[src/rtl/usb_pkg.sv]
// Shared USB 1.1 definitions: PID codes, receive FSM states and buffer sizing.
// Used by the rx packet controller, the data_buffer and the tx side.
package usb_pkg;

  localparam int         BUF_DEPTH = 64;
  localparam int         MAX_DATA  = 64;
  localparam logic [7:0] SYNC_BYTE = 8'h80;

  typedef enum logic [3:0] {
    PID_OUT   = 4'h1,
    PID_ACK   = 4'h2,
    PID_DATA0 = 4'h3,
    PID_IN    = 4'h9,
    PID_NAK   = 4'hA,
    PID_DATA1 = 4'hB,
    PID_SETUP = 4'hD,
    PID_STALL = 4'hE
  } pid_t;

  typedef enum logic [2:0] {
    IDLE,
    SYNC,
    PID,
    DATA,
    TOKEN,
    HSHK,
    ERR
  } rx_state_t;

endpackage

[src/rtl/usb_rx_shifter.sv]
// LSB-first byte assembler: byte_done_o and sr_o are combinational with the completing
// shift, so the caller sees the full byte in the same cycle. No backpressure.
module usb_rx_shifter (
  input  logic       clk_i,
  input  logic       rst_i,
  input  logic       shift_i,
  input  logic       d_bit_i,
  input  logic       clear_i,
  output logic [7:0] sr_o,
  output logic [2:0] bit_cnt_o,
  output logic       byte_done_o
);

  logic [6:0] sr_q;
  logic [2:0] cnt_q;
  logic [2:0] cnt_base;

  // clear restarts the count while still accepting a bit in the same cycle
  assign cnt_base    = clear_i ? 3'd0 : cnt_q;
  assign sr_o        = {d_bit_i, sr_q};
  assign bit_cnt_o   = cnt_q;
  assign byte_done_o = shift_i && (cnt_base == 3'd7);

  always_ff @(posedge clk_i or posedge rst_i) begin
    if (rst_i) begin
      sr_q  <= '0;
      cnt_q <= '0;
    end else if (shift_i) begin
      sr_q  <= sr_o[7:1];
      cnt_q <= cnt_base + 3'd1;
    end else if (clear_i) begin
      cnt_q <= '0;
    end
  end

endmodule

[src/rtl/usb_rx_packet_ctrl.sv]
// USB 1.1 rx packet controller: SYNC/PID decode, DATA payload to data_buffer with CRC16 stripped.
// Store strobe 1 cycle after the completing bit; a full buffer or oversize payload aborts the packet.
module usb_rx_packet_ctrl
  import usb_pkg::*;
(
  input  logic       clk_i,
  input  logic       rst_i,
  input  logic       shift_en_i,
  input  logic       d_bit_i,
  input  logic       eop_i,
  input  logic [6:0] buffer_occupancy_i,
  output logic       store_rx_packet_data_o,
  output logic [7:0] rx_packet_data_o,
  output logic       flush_o,
  output logic [3:0] rx_packet_o,
  output logic       rx_transfer_active_o,
  output logic       rx_data_ready_o,
  output logic       rx_error_o
);

  localparam logic [6:0] OCC_FULL = 7'(BUF_DEPTH);
  localparam logic [6:0] DATA_LIM = 7'(MAX_DATA);

  rx_state_t  state_q, state_d;
  logic [3:0] pkt_q, pkt_d;
  logic       active_q, active_d, ready_q, ready_d, error_q, error_d;
  logic       flush_q, flush_d, store_q, store_d;
  logic [7:0] data_q, data_d, h0_q, h0_d, h1_q, h1_d;
  logic [1:0] held_q, held_d;
  logic [6:0] cnt_q, cnt_d;

  logic       shift, byte_done;
  logic [7:0] rx_byte;
  logic [2:0] bit_cnt;

  // eop wins over a coincident bit
  assign shift = shift_en_i && !eop_i;

  usb_rx_shifter u_shifter (
    .clk_i      (clk_i),
    .rst_i      (rst_i),
    .shift_i    (shift),
    .d_bit_i    (d_bit_i),
    .clear_i    (state_q == IDLE),
    .sr_o       (rx_byte),
    .bit_cnt_o  (bit_cnt),
    .byte_done_o(byte_done)
  );

  always_ff @(posedge clk_i or posedge rst_i) begin
    if (rst_i) begin
      state_q  <= IDLE;
      pkt_q    <= '0;
      active_q <= 1'b0;
      ready_q  <= 1'b0;
      error_q  <= 1'b0;
      flush_q  <= 1'b0;
      store_q  <= 1'b0;
      data_q   <= '0;
      h0_q     <= '0;
      h1_q     <= '0;
      held_q   <= '0;
      cnt_q    <= '0;
    end else begin
      state_q  <= state_d;
      pkt_q    <= pkt_d;
      active_q <= active_d;
      ready_q  <= ready_d;
      error_q  <= error_d;
      flush_q  <= flush_d;
      store_q  <= store_d;
      data_q   <= data_d;
      h0_q     <= h0_d;
      h1_q     <= h1_d;
      held_q   <= held_d;
      cnt_q    <= cnt_d;
    end
  end

  always_comb begin
    state_d  = state_q;
    pkt_d    = pkt_q;
    active_d = active_q;
    ready_d  = ready_q;
    error_d  = error_q;
    flush_d  = 1'b0;
    store_d  = 1'b0;
    data_d   = data_q;
    h0_d     = h0_q;
    h1_d     = h1_q;
    held_d   = held_q;
    cnt_d    = cnt_q;

    // an error detected at eop returns straight to IDLE: the packet is already over
    case (state_q)
      IDLE: begin
        if (shift) begin
          error_d = 1'b0;
          ready_d = 1'b0;
          pkt_d   = 4'h0;
          state_d = SYNC;
        end
      end
      SYNC: begin
        if (eop_i) begin
          error_d = 1'b1;
          state_d = IDLE;
        end else if (byte_done) begin
          state_d = (rx_byte == SYNC_BYTE) ? PID : ERR;
        end
      end
      PID: begin
        if (eop_i) begin
          error_d = 1'b1;
          state_d = IDLE;
        end else if (byte_done) begin
          if (rx_byte[3:0] != ~rx_byte[7:4]) begin
            state_d = ERR;
          end else begin
            pkt_d    = rx_byte[3:0];
            active_d = 1'b1;
            cnt_d    = '0;
            held_d   = '0;
            case (rx_byte[3:0])
              PID_DATA0, PID_DATA1: begin
                state_d = DATA;
                flush_d = 1'b1;
              end
              PID_OUT, PID_IN, PID_SETUP: state_d = TOKEN;
              PID_ACK, PID_NAK, PID_STALL: state_d = HSHK;
              default:                     state_d = ERR;
            endcase
          end
        end
      end
      TOKEN: begin
        if (eop_i) begin
          active_d = 1'b0;
          state_d  = IDLE;
          if (!(cnt_q == 7'd2 && bit_cnt == 3'd0)) error_d = 1'b1;
        end else if (byte_done && cnt_q != 7'd3) begin
          cnt_d = cnt_q + 7'd1;
        end
      end
      HSHK: begin
        if (eop_i) begin
          active_d = 1'b0;
          state_d  = IDLE;
        end else if (shift) begin
          state_d = ERR;
        end
      end
      DATA: begin
        if (eop_i) begin
          active_d = 1'b0;
          state_d  = IDLE;
          if (bit_cnt == 3'd0 && held_q == 2'd2) ready_d = 1'b1;
          else                                   error_d = 1'b1;
        end else if (byte_done) begin
          // the two most recent bytes stay held so the trailing CRC16 never reaches the buffer
          if (held_q == 2'd2) begin
            if (buffer_occupancy_i >= OCC_FULL || cnt_q >= DATA_LIM) begin
              state_d = ERR;
            end else begin
              store_d = 1'b1;
              data_d  = h1_q;
              cnt_d   = cnt_q + 7'd1;
              h1_d    = h0_q;
              h0_d    = rx_byte;
            end
          end else begin
            held_d = held_q + 2'd1;
            h1_d   = h0_q;
            h0_d   = rx_byte;
          end
        end
      end
      ERR: begin
        if (eop_i) state_d = IDLE;
      end
      default: state_d = IDLE;
    endcase

    if (state_d == ERR && state_q != ERR) begin
      error_d  = 1'b1;
      active_d = 1'b0;
    end
  end

  assign store_rx_packet_data_o = store_q;
  assign rx_packet_data_o       = data_q;
  assign flush_o                = flush_q;
  assign rx_packet_o            = pkt_q;
  assign rx_transfer_active_o   = active_q;
  assign rx_data_ready_o        = ready_q;
  assign rx_error_o             = error_q;

endmodule

[config.mk]
export PLATFORM = sky130hd
export DESIGN_NAME = usb_rx_packet_ctrl
export DESIGN_NICKNAME = d
export VERILOG_FILES = /design/src/rtl/usb_pkg.sv /design/src/rtl/usb_rx_shifter.sv /design/src/rtl/usb_rx_packet_ctrl.sv
export SDC_FILE = /design/constraint.sdc
export NUM_CORES = 1
export LEC_CHECK = 0
export ABC_AREA = 1
export BUFFER_PORTS_ARGS = -buffer_cell sky130_fd_sc_hd__buf_2
export CORE_ASPECT_RATIO = 1.4
export CORE_MARGIN = 4
export CORE_UTILIZATION = 60
export CTS_BUF_LIST = sky130_fd_sc_hd__clkbuf_16
export CTS_CLUSTER_DIAMETER = 200
export DETAILED_ROUTE_END_ITERATION = 16
export PLACE_DENSITY = 0.85
export SLEW_MARGIN = 10
export SYNTH_ARGS = -nofsm -noshare
export SYNTH_HDL_FRONTEND = slang
export SYNTH_SLANG_ARGS = --single-unit
[constraint.sdc]
create_clock -name clk_i -period 7.65 [get_ports clk_i]
set_clock_uncertainty 0.1 [all_clocks]
set_input_delay 1.53 -clock clk_i [delete_from_list [all_inputs] [get_ports clk_i]]
set_output_delay 1.53 -clock clk_i [all_outputs]
set_load 0.03 [all_outputs]
==> out/qor.yml, run 1 <==
status: "complete, no violations"
clockBufferDepth: 2
setup_viol: 0
io_buffers: 22
synth_nets: 355
vias: 2244
grt_pass1_wl_um: 9650
syn_avg_cell_area_um2: 8.08
cts_made_buffers: 5
io_pins: 29
max_freq_mhz: 244
p_leak_nw: 1.59
maxCapViolations: 0
max_slew.worst_pin.slew_ns: 1.13
ctsResizeCount: 0
synth_area_um2: 2730
hpwl_um: 3660
slowest_stage: "nor2_1"
crit_chain: "buf_2 > nor2_1 > nand2_1 > inv_1 > o21ai_0 > nand2_1 > nand4_1 > nor2_2 > nand3_1 > o21ai_1"
synth_top_area_frac: 0.504
post-cts-setup-buffers: 0
timing_worst_setup_path_type: "in2reg"
drt-total-wl_um: 5400
drv_slew: 0
hold_class: "reg2reg"
antennaDiodeCount: 0
layout-drive-gt1-share: 0.156
synth_flop_cell: "dfrtp_1"
finalSetupTns_ns: 0
r2r_cells: 8
rows: 28
routabilityCongestion: 0.869
clock-root-buffer: "clkbuf_16"
grt_max_degree: 56
cp-end-kind: "flop"
layout_worst_path_cycle_share: 0.536
cts.reportedPaths.clkPinSlew_ns: 0.08
die_w_um: 65.0
viasPerCell: 5.34
synth.area.mux_share: 0.0288
rsz0062_at_grt: "false"
fin_util: 0.704
crit_buf_inv: 2
holdPathStages: 2
ant_nets: 0
ys_seq_area_frac: 0.504
synth_xor_area_frac: 0.0128
arrival_ns: 4.23
fp.dieH_um: 87.9
final_cell_mix: "nand2_1 (99), dfrtp_1 (55), inv_1 (30), nor2_1 (30), o21ai_0 (30)"
clkLatencyLatePin_ns: 0.30
synth_seq_cells: 55
cts_tree: "built"
required_ns: 7.77
yosys.area_share.simple: 0.263
synth_top_area_cell: "dfrtp_1"
cp_num_cells: 10
hold_buffers: 0
finalHoldViolations: 0
htree_levels: 2
slowest_delay_ns: 0.86
dieArea_um2: 5710
initial_core_util: 0.634
synth_warnings: 0
synth_top_family_by_area: "simple AND/OR/NAND/NOR gates"
nFillCells: 359
startpoint_type: "primary input"
cpLargestDelayFamily: "simple AND/OR/NAND/NOR gates"
synth_compound_area_frac: 0.0980
async_reset_ff_frac: 1.00
grt_pass1_vias: 2275
globalRouteOverflowTotal: 0
irDropWorstVdd_mv: 0.180
dr.pass1.iters: 4
drc_errors: 0
final_common_cell: "nand2_1"
ys_types: 28
relSlewSlack: 0.245
synth_edf_count: 0
cts.sinks: 55
pwr_density_cell_nw_per_um2: 221
core_area_um2: 4310
grt_usage: 0.217
cp_common_cell: "nand2_1"
wl_per_cell_um: 12.9
synthCells: 338
area_growth_pct: 11.1
synth_fa_ha_area_frac: 0.0229
synthTopCellsByArea: "dfrtp_1 (50%), nand2_1 (14%), o21ai_0 (5.5%), nand3_1 (4.4%), inv_1 (4.3%)"
fin_crit_ns: 4.10
fin_nets: 376
antenna_found_initial: 0
drt_iter0_markers: 127
path_max_fanout: 20
==> flip-flops by register name, summed over array words and instances, names as in the netlist <==
name	count
store_rx_packet_data_o	1
cnt_q	7
state_q	3
rx_data_ready_o	1
held_q	2
rx_error_o	1
rx_packet_o	4
rx_packet_data_o	8
u_shifter.sr_q	7
h0_q	8
u_shifter.bit_cnt_o	3
rx_transfer_active_o	1
flush_o	1
h1_q	8
==> synthesized netlist by cell type, types with 2 or more instances <==
cell and number:
nor3_1 3, nor3_2 3, ha_1 5, o21ai_0 30, xor2_1 4, dfrtp_1 55
a21oi_1 6, clkbuf_1 4, inv_1 31, o211ai_1 2, inv_2 10, nor2_1 30
mux2_2 7, buf_2 2, nand2_1 99, o21ai_1 10, nand3_2 2, nand3_1 24
buf_4 2
==> metal layers <==
| layer | vias up | track usage | part of all wire |
|---|---|---|---|
| li1 | 1131 | - | - |
| met1 | 1048 | 0.263 | 0.43 |
| met2 | 54 | 0.379 | 0.51 |
| met3 | 11 | 0.0385 | 0.040 |
| met4 | 0 | 0.0962 | 0.022 |
| met5 | - | 0 | 0 |
==> worst paths after layout <==
check,startpoint,to,slack (ns)
worst min register to register,rx_packet_data_o[4],rx_packet_data_o[4],0.37
max in group asynchronous,rst_i,h0_q[5],5.62
worst max register to register,state_q[0],h1_q[3],4.72
worst min-delay path,rx_packet_data_o[4],rx_packet_data_o[4],0.37
min in group asynchronous,rst_i,rx_packet_data_o[2],1.29
worst max-delay path,eop_i,cnt_q[5],3.55
==> kinds of logic after synthesis <==
| group | Yosys count |
|---|---|
| and+or+nand+nor | 167 |
| DFF | 55 |
| AOI/OAI and AO/OA | 51 |
| buffers and inverters | 49 |
| muxes | 7 |
| adders and majority gates | 5 |
| xor gates and xnor gates | 4 |
==> layout make-up <==
class	instances	area [µm²]	area share
multi-input combinational	234	1160	0.383
sequential	55	1380	0.453
inverter	41	155	0.0511
clock buffer	5	125	0.0412
tap	60	75.1	0.0247
timing repair buffer	22	110	0.0363
clock inverter	3	31.3	0.0103
==> power by group <==
part | internal (W) | total (W) | switching [W]
registers | 0.000314 | 0.000336 | 0.0000222
logic | 0.0000307 | 0.0000963 | 0.0000656
clock network | 0.000127 | 0.000239 | 0.000112
total | 0.000472 | 0.000671 | 0.000200
==> tightest hold or removal path, delay by kind of cell, from the launching register on <==
family / cells / cell delay [ns]
flip-flops: 1 / 0.34
AND/OR/NAND/NOR: 2 / 0.10
==> stage by stage <==
stage	power [W]	setup WS, ns	hold slack, ns	std cells	cell area (µm²)
4_1_cts	0.000677	3.57	0.372	420	3030
3_3_place_gp	0.000433	3.33	0.349	412	2880
3_5_place_dp	0.000437	3.27	0.353	412	2880
2_1_floorplan	0.000411	4.68	0.344	338	2730
6_report	0.000671	3.55	0.367	420	3040
5_1_grt	0.000711	3.16	0.403	420	3040
Power figures use the tool's default switching activity.
==> run 2, diff against run 1 <==
Settings changed: ABC_AREA 1 to 0, CORE_UTILIZATION 60 to 52, PLACE_DENSITY 0.85 to 0.79.
Clock period 7.65 ns to 3.6 ns, I/O delays scaled along.
==> run 2 against run 1 <==
Compared with the run above:
- final cell count decreased by 23%
- sequential share of layout area grew 0.13 points
- first-iteration DRC count is 13% lower
- global-route usage is 4.8 points lower
- clock power up 110%
- synthesized area fell by 1.3%
- combinational power rose by 150%
- highest routed layer unchanged
==> out/qor.yml, run 2 <==
status: "complete, no violations"
cts.reportedPaths.clkPinSlew_ns: 0.07
place_ws_ns: 0.753
synth_edf_count: 0
pwr_density_cell_nw_per_um2: 480
multi_input_area_um2: 1240
routabilityCongestion: 0.809
drt-total-wl_um: 4830
synth_area_um2: 2700
synthTopCellsByArea: "dfrtp_1 (51%), mux2_2 (13%), nand2_1 (2.6%), ha_1 (2.3%), a31oi_1 (1.6%)"
slowest_stage: "nor3_1"
startpoint_type: "flop"
rows: 30
final_cell_mix: "dfrtp_1 (55), mux2_2 (31), buf_2 (22), nand2_1 (19), nor2_1 (11)"
arrival_ns: 2.95
maxCapViolations: 0
drt_iter0_markers: 111
route.met3.wl_um: 207
nFillCells: 401
die_w_um: 68.9
synth_flop_cell: "dfrtp_1"
netlist_top_cells_count: "dfrtp_1 (55), mux2_2 (31), nand2_1 (19), nor2_1 (11), inv_1 (8)"
rsz0062_at_grt: "false"
async_reset_ff_frac: 1.00
hold_class: "reg2reg"
drc_errors: 0
drt-met1-wl_um: 2090
cpLargestDelayFamily: "simple AND/OR/NAND/NOR gates"
hpwl_um: 3400
required_ns: 3.68
viasPerCell: 5.75
clkLatencyLatePin_ns: 0.29
cts_tree: "built"
finalHoldViolations: 0
htree_levels: 2
vias: 1851
cp_common_cell: "ha_1"
cp-end-kind: "flop"
cts.sinks: 55
hold_buffers: 0
synth_top_area_cell: "dfrtp_1"
max_freq_mhz: 348
hold_ws_ns: 0.371
grt_pass1_vias: 1827
drv_slew: 0
synth_seq_cells: 55
layout_worst_path_cycle_share: 0.799
post-cts-setup-buffers: 0
highest-signal-layer: "met4"
fin_ws_ns: 0.723
clockBufferDepth: 2
p_total_w: 0.00145
io_buffers: 22
core_area_um2: 4950
final_common_cell: "dfrtp_1"
grt_usage: 0.169
final-seq-area_um2: 1380
synthCells: 234
syn_avg_cell_area_um2: 11.5
globalRouteOverflowTotal: 0
ctsResizeCount: 0
initial_core_util: 0.544
irDropWorstVdd_mv: 0.295
ys_types: 52
io_pins: 29
ant_nets: 0
ys_seq_area_frac: 0.510
max_slew.worst_pin.slew_ns: 0.677
path_max_fanout: 9
finalSetupTns_ns: 0
antennaDiodeCount: 0
layout-drive-gt1-share: 0.318
grt_pass1_wl_um: 8310
fin_nets: 274
synth_nets: 251
yosysMostFrequentCell: "dfrtp_1"
crit_chain: "nor3_1 > nor2b_1 > ha_1 > ha_1 > nand3b_1 > o21bai_2 > or2_1 > mux2_2"
antenna_found_initial: 0
grt_max_degree: 56
wl_per_cell_um: 15.0
fin_crit_ns: 2.88
cts_made_buffers: 5
dieArea_um2: 6420
met2_wirelength_um: 2370
clock-root-buffer: "clkbuf_16"
synth_warnings: 0
slowest_delay_ns: 0.43
crit_buf_inv: 0
synth_top_area_frac: 0.510
p_leak_nw: 1.49
setup_viol: 0
dr.pass1.iters: 4
fp.dieH_um: 93.2
relSlewSlack: 0.549
timing_worst_setup_path_type: "reg2reg"
area_growth_pct: 12.2
[run 2: cell count changes in the layout (fill, tap and decap cells not counted), moves of 19 or more]
cell,change
mux2_2,+24
nand2_1,-80
inv_1,-23
nand3_1,-20
nor2_1,-19
o21ai_0,-23
[run 2: cell families after synthesis]
family / Yosys count / share of synthesized area
AND/OR/NAND/NOR: 72 / 0.149
adder cells (fa/ha/maj): 5 / 0.0232
buffers and inverters: 19 / 0.0306
multiplexers: 33 / 0.139
flip-flops: 55 / 0.510
AO/OA/AOI/OAI: 44 / 0.128
XOR/XNOR: 6 / 0.0195
[run 2: layout make-up]
type	count	share of cell area
clock buffers	5	0.0413
well taps	64	0.0265
clock inverters	3	0.00951
inverters	8	0.00992
repair buffers	27	0.0488
flip-flops and latches	55	0.455
multi-input cells	160	0.409
[run 2: worst paths after layout]
check | start | endpoint | depth (start not counted) | slack (ns)
min reg2reg | rx_data_ready_o | rx_data_ready_o | 2 | 0.37
min in group asynchronous | rst_i | h1_q[1] | 3 | 0.51
max in group asynchronous | rst_i | h0_q[7] | 3 | 2.45
min | rx_data_ready_o | rx_data_ready_o | 2 | 0.37
max | state_q[0] | rx_packet_data_o[4] | 8 | 0.72
max reg2reg | state_q[0] | rx_packet_data_o[4] | 8 | 0.72
[run 2: stage by stage]
stage               cell area [µm²]  instances   util
finish                         3030        322  0.611
global route                   3030        322  0.611
CTS                            3030        322  0.611
detailed placement             2870        314  0.580
global placement               2870        314  0.580
floorplan                      2700        234      -
[run 2: layer usage]
layer	vias to the layer above	global-route usage
li1	897	-
met1	894	0.218
met2	46	0.261
met3	14	0.0373
met4	0	0.0862
met5	-	0
[run 2: report_power, final]
group | total [W] | leakage [nW] | internal, W | switching, W
Combinational | 0.000236 | 0.673 | 0.0000989 | 0.000137
Sequential | 0.000725 | 0.744 | 0.000659 | 0.0000661
Clock | 0.000491 | 0.0759 | 0.000265 | 0.000226
Total | 0.00145 | 1.49 | 0.00102 | 0.000429
[run 2: worst register-to-register path: cells and delay by family, from the launching register on]
family	cells	cell delay (ns)
fa+ha+maj	2	0.49
compound gates	1	0.21
mux	1	0.39
simple gates	4	1.18
flops	1	0.39
==> run 3, diff against run 2 <==
Clock period 3.6 ns to 2.4 ns, I/O delays scaled along.
==> run 3 against run 2 <==
Compared with the run above:
- design area increased by 7.6%
- largest cell class unchanged
- critical path type unchanged
- setup slack got worse by 0.70 ns
- combinational power increased by 87%
- global-route usage increased by 1.7 points
- power increased by 53%
- maximum frequency increased by 21%
- register-to-register slack got worse by 0.70 ns
- clock power increased by 45%
- critical endpoint is now rx_packet_data_o[6]
==> out/qor.yml, run 3 (synthesis gave the netlist of run 2 again) <==
globalRouteOverflowTotal: 0
final_cell_area_um2: 3260
final-seq-area_um2: 1380
dr.pass1.iters: 4
fin_ws_ns: 0.0245
status: "complete, no violations"
io_buffers: 22
cts.reportedPaths.clkPinSlew_ns: 0.07
cts_tree: "built"
combPwrFrac: 0.199
io_pins: 29
sw_frac_of_total: 0.297
htree_levels: 2
clkLatencyLatePin_ns: 0.29
power_switching_w: 0.000659
cp-end-kind: "flop"
pwr_density_cell_nw_per_um2: 682
fp.dieH_um: 93.2
layout_worst_path_cycle_share: 0.990
viasPerCell: 5.90
finalHoldViolations: 0
routabilityCongestion: 0.842
grt_max_degree: 32
cts.sinks: 55
drc_errors: 0
fin_crit_ns: 2.38
required_ns: 2.47
irDropWorstVdd_mv: 0.370
cts_made_buffers: 5
r2r_cells: 9
p_int_w: 0.00156
grt_usage: 0.186
wl_per_cell_um: 16.9
nFillCells: 375
max_freq_mhz: 421
startpoint_type: "flop"
clockBufferDepth: 2
place_ws_ns: 0.0268
area_growth_pct: 20.7
layout-drive-gt1-share: 0.385
maxCapViolations: 0
dieArea_um2: 6420
place_area_um2: 2980
p_total_w: 0.00222
relSlewSlack: 0.645
rsz0062_at_grt: "true"
p_leak_nw: 1.62
p_clk_frac: 0.322
timing_worst_setup_path_type: "reg2reg"
finalSetupTns_ns: 0
rows: 30
multi_input_area_um2: 1340
arrival_ns: 2.45
final_common_cell: "dfrtp_1"
grt_pass1_vias: 1984
hpwl_um: 3840
final_cell_mix: "dfrtp_1 (55), mux2_2 (23), buf_2 (22), nand2_1 (18), buf_4 (13)"
hold_buffers: 0
clock-root-buffer: "clkbuf_16"
antennaDiodeCount: 0
max_slew.worst_pin.slew_ns: 0.527
vias: 1969
hold_class: "in2async"
path_max_fanout: 4
seq_power_share: 0.479
ant_nets: 0
core_area_um2: 4950
grt_pass1_wl_um: 9230
drt-total-wl_um: 5650
antenna_found_initial: 0
initial_core_util: 0.544
drv_slew: 0
fin_nets: 286
die_w_um: 68.9
drt_iter0_markers: 145
fin_util: 0.657
setup_viol: 0
-- run 3: layout make-up --
| type | instances | share of cell area |
|---|---|---|
| inverters | 8 | 0.00922 |
| multi-input cells | 160 | 0.411 |
| well taps | 64 | 0.0246 |
| repair buffers | 39 | 0.0872 |
| clock inverters | 3 | 0.00692 |
| flip-flops and latches | 55 | 0.423 |
| clock buffers | 5 | 0.0384 |
-- run 3: path summary, 6_finish.rpt --
kind / from / to / slack (ns)
worst min register to register: rx_data_ready_o / rx_data_ready_o / 0.38
worst min-delay path: rst_i / h0_q[0] / 0.13
max in group asynchronous: rst_i / state_q[2] / 1.54
worst max-delay path: state_q[0] / rx_packet_data_o[6] / 0.02
worst max register to register: state_q[0] / rx_packet_data_o[6] / 0.02
min in group clk_i: rx_data_ready_o / rx_data_ready_o / 0.38
-- run 3: worst max-delay path, cell delays in order (launching register included) --
cell       delay, ns
dfrtp_1         0.40
nor3_4          0.07
nor2b_2         0.15
ha_2            0.20
ha_2            0.17
nand3b_1        0.19
o21bai_4        0.24
or2_4           0.29
clkbuf_16       0.16
mux2_4          0.29
-- run 3: layer usage --
metal	wire length, µm	up-vias	track usage	share of wire
met3	214	10	0.0385	0.038
met1	2320	978	0.224	0.41
met4	97	0	0.0634	0.017
met5	0	-	0	0
met2	3020	60	0.321	0.53
li1	-	921	-	-
-- run 3: metrics by stage --
step	hold slack, ns	instances
after CTS	0.141	329
after floorplan	0.346	234
final	0.125	334
after detailed placement	0.370	321
after global routing	0.171	334
after global placement	0.360	321
-- run 3: power by group through the flow --
stage	clock (W)	sequential, W	combinational, W
final	0.000714	0.00106	0.000442
after global routing	0.000779	0.00107	0.000487
after CTS	0.000734	0.00106	0.000429
after detailed placement	0	0.00108	0.000424
after global placement	0	0.00108	0.000414
after floorplan	0	0.00107	0.000329
-- run 3: timing repair --
action                                  CTS  global route
gates resized for setup                   0            19
endpoints found under the setup margin    0            16
setup buffers                             0             4
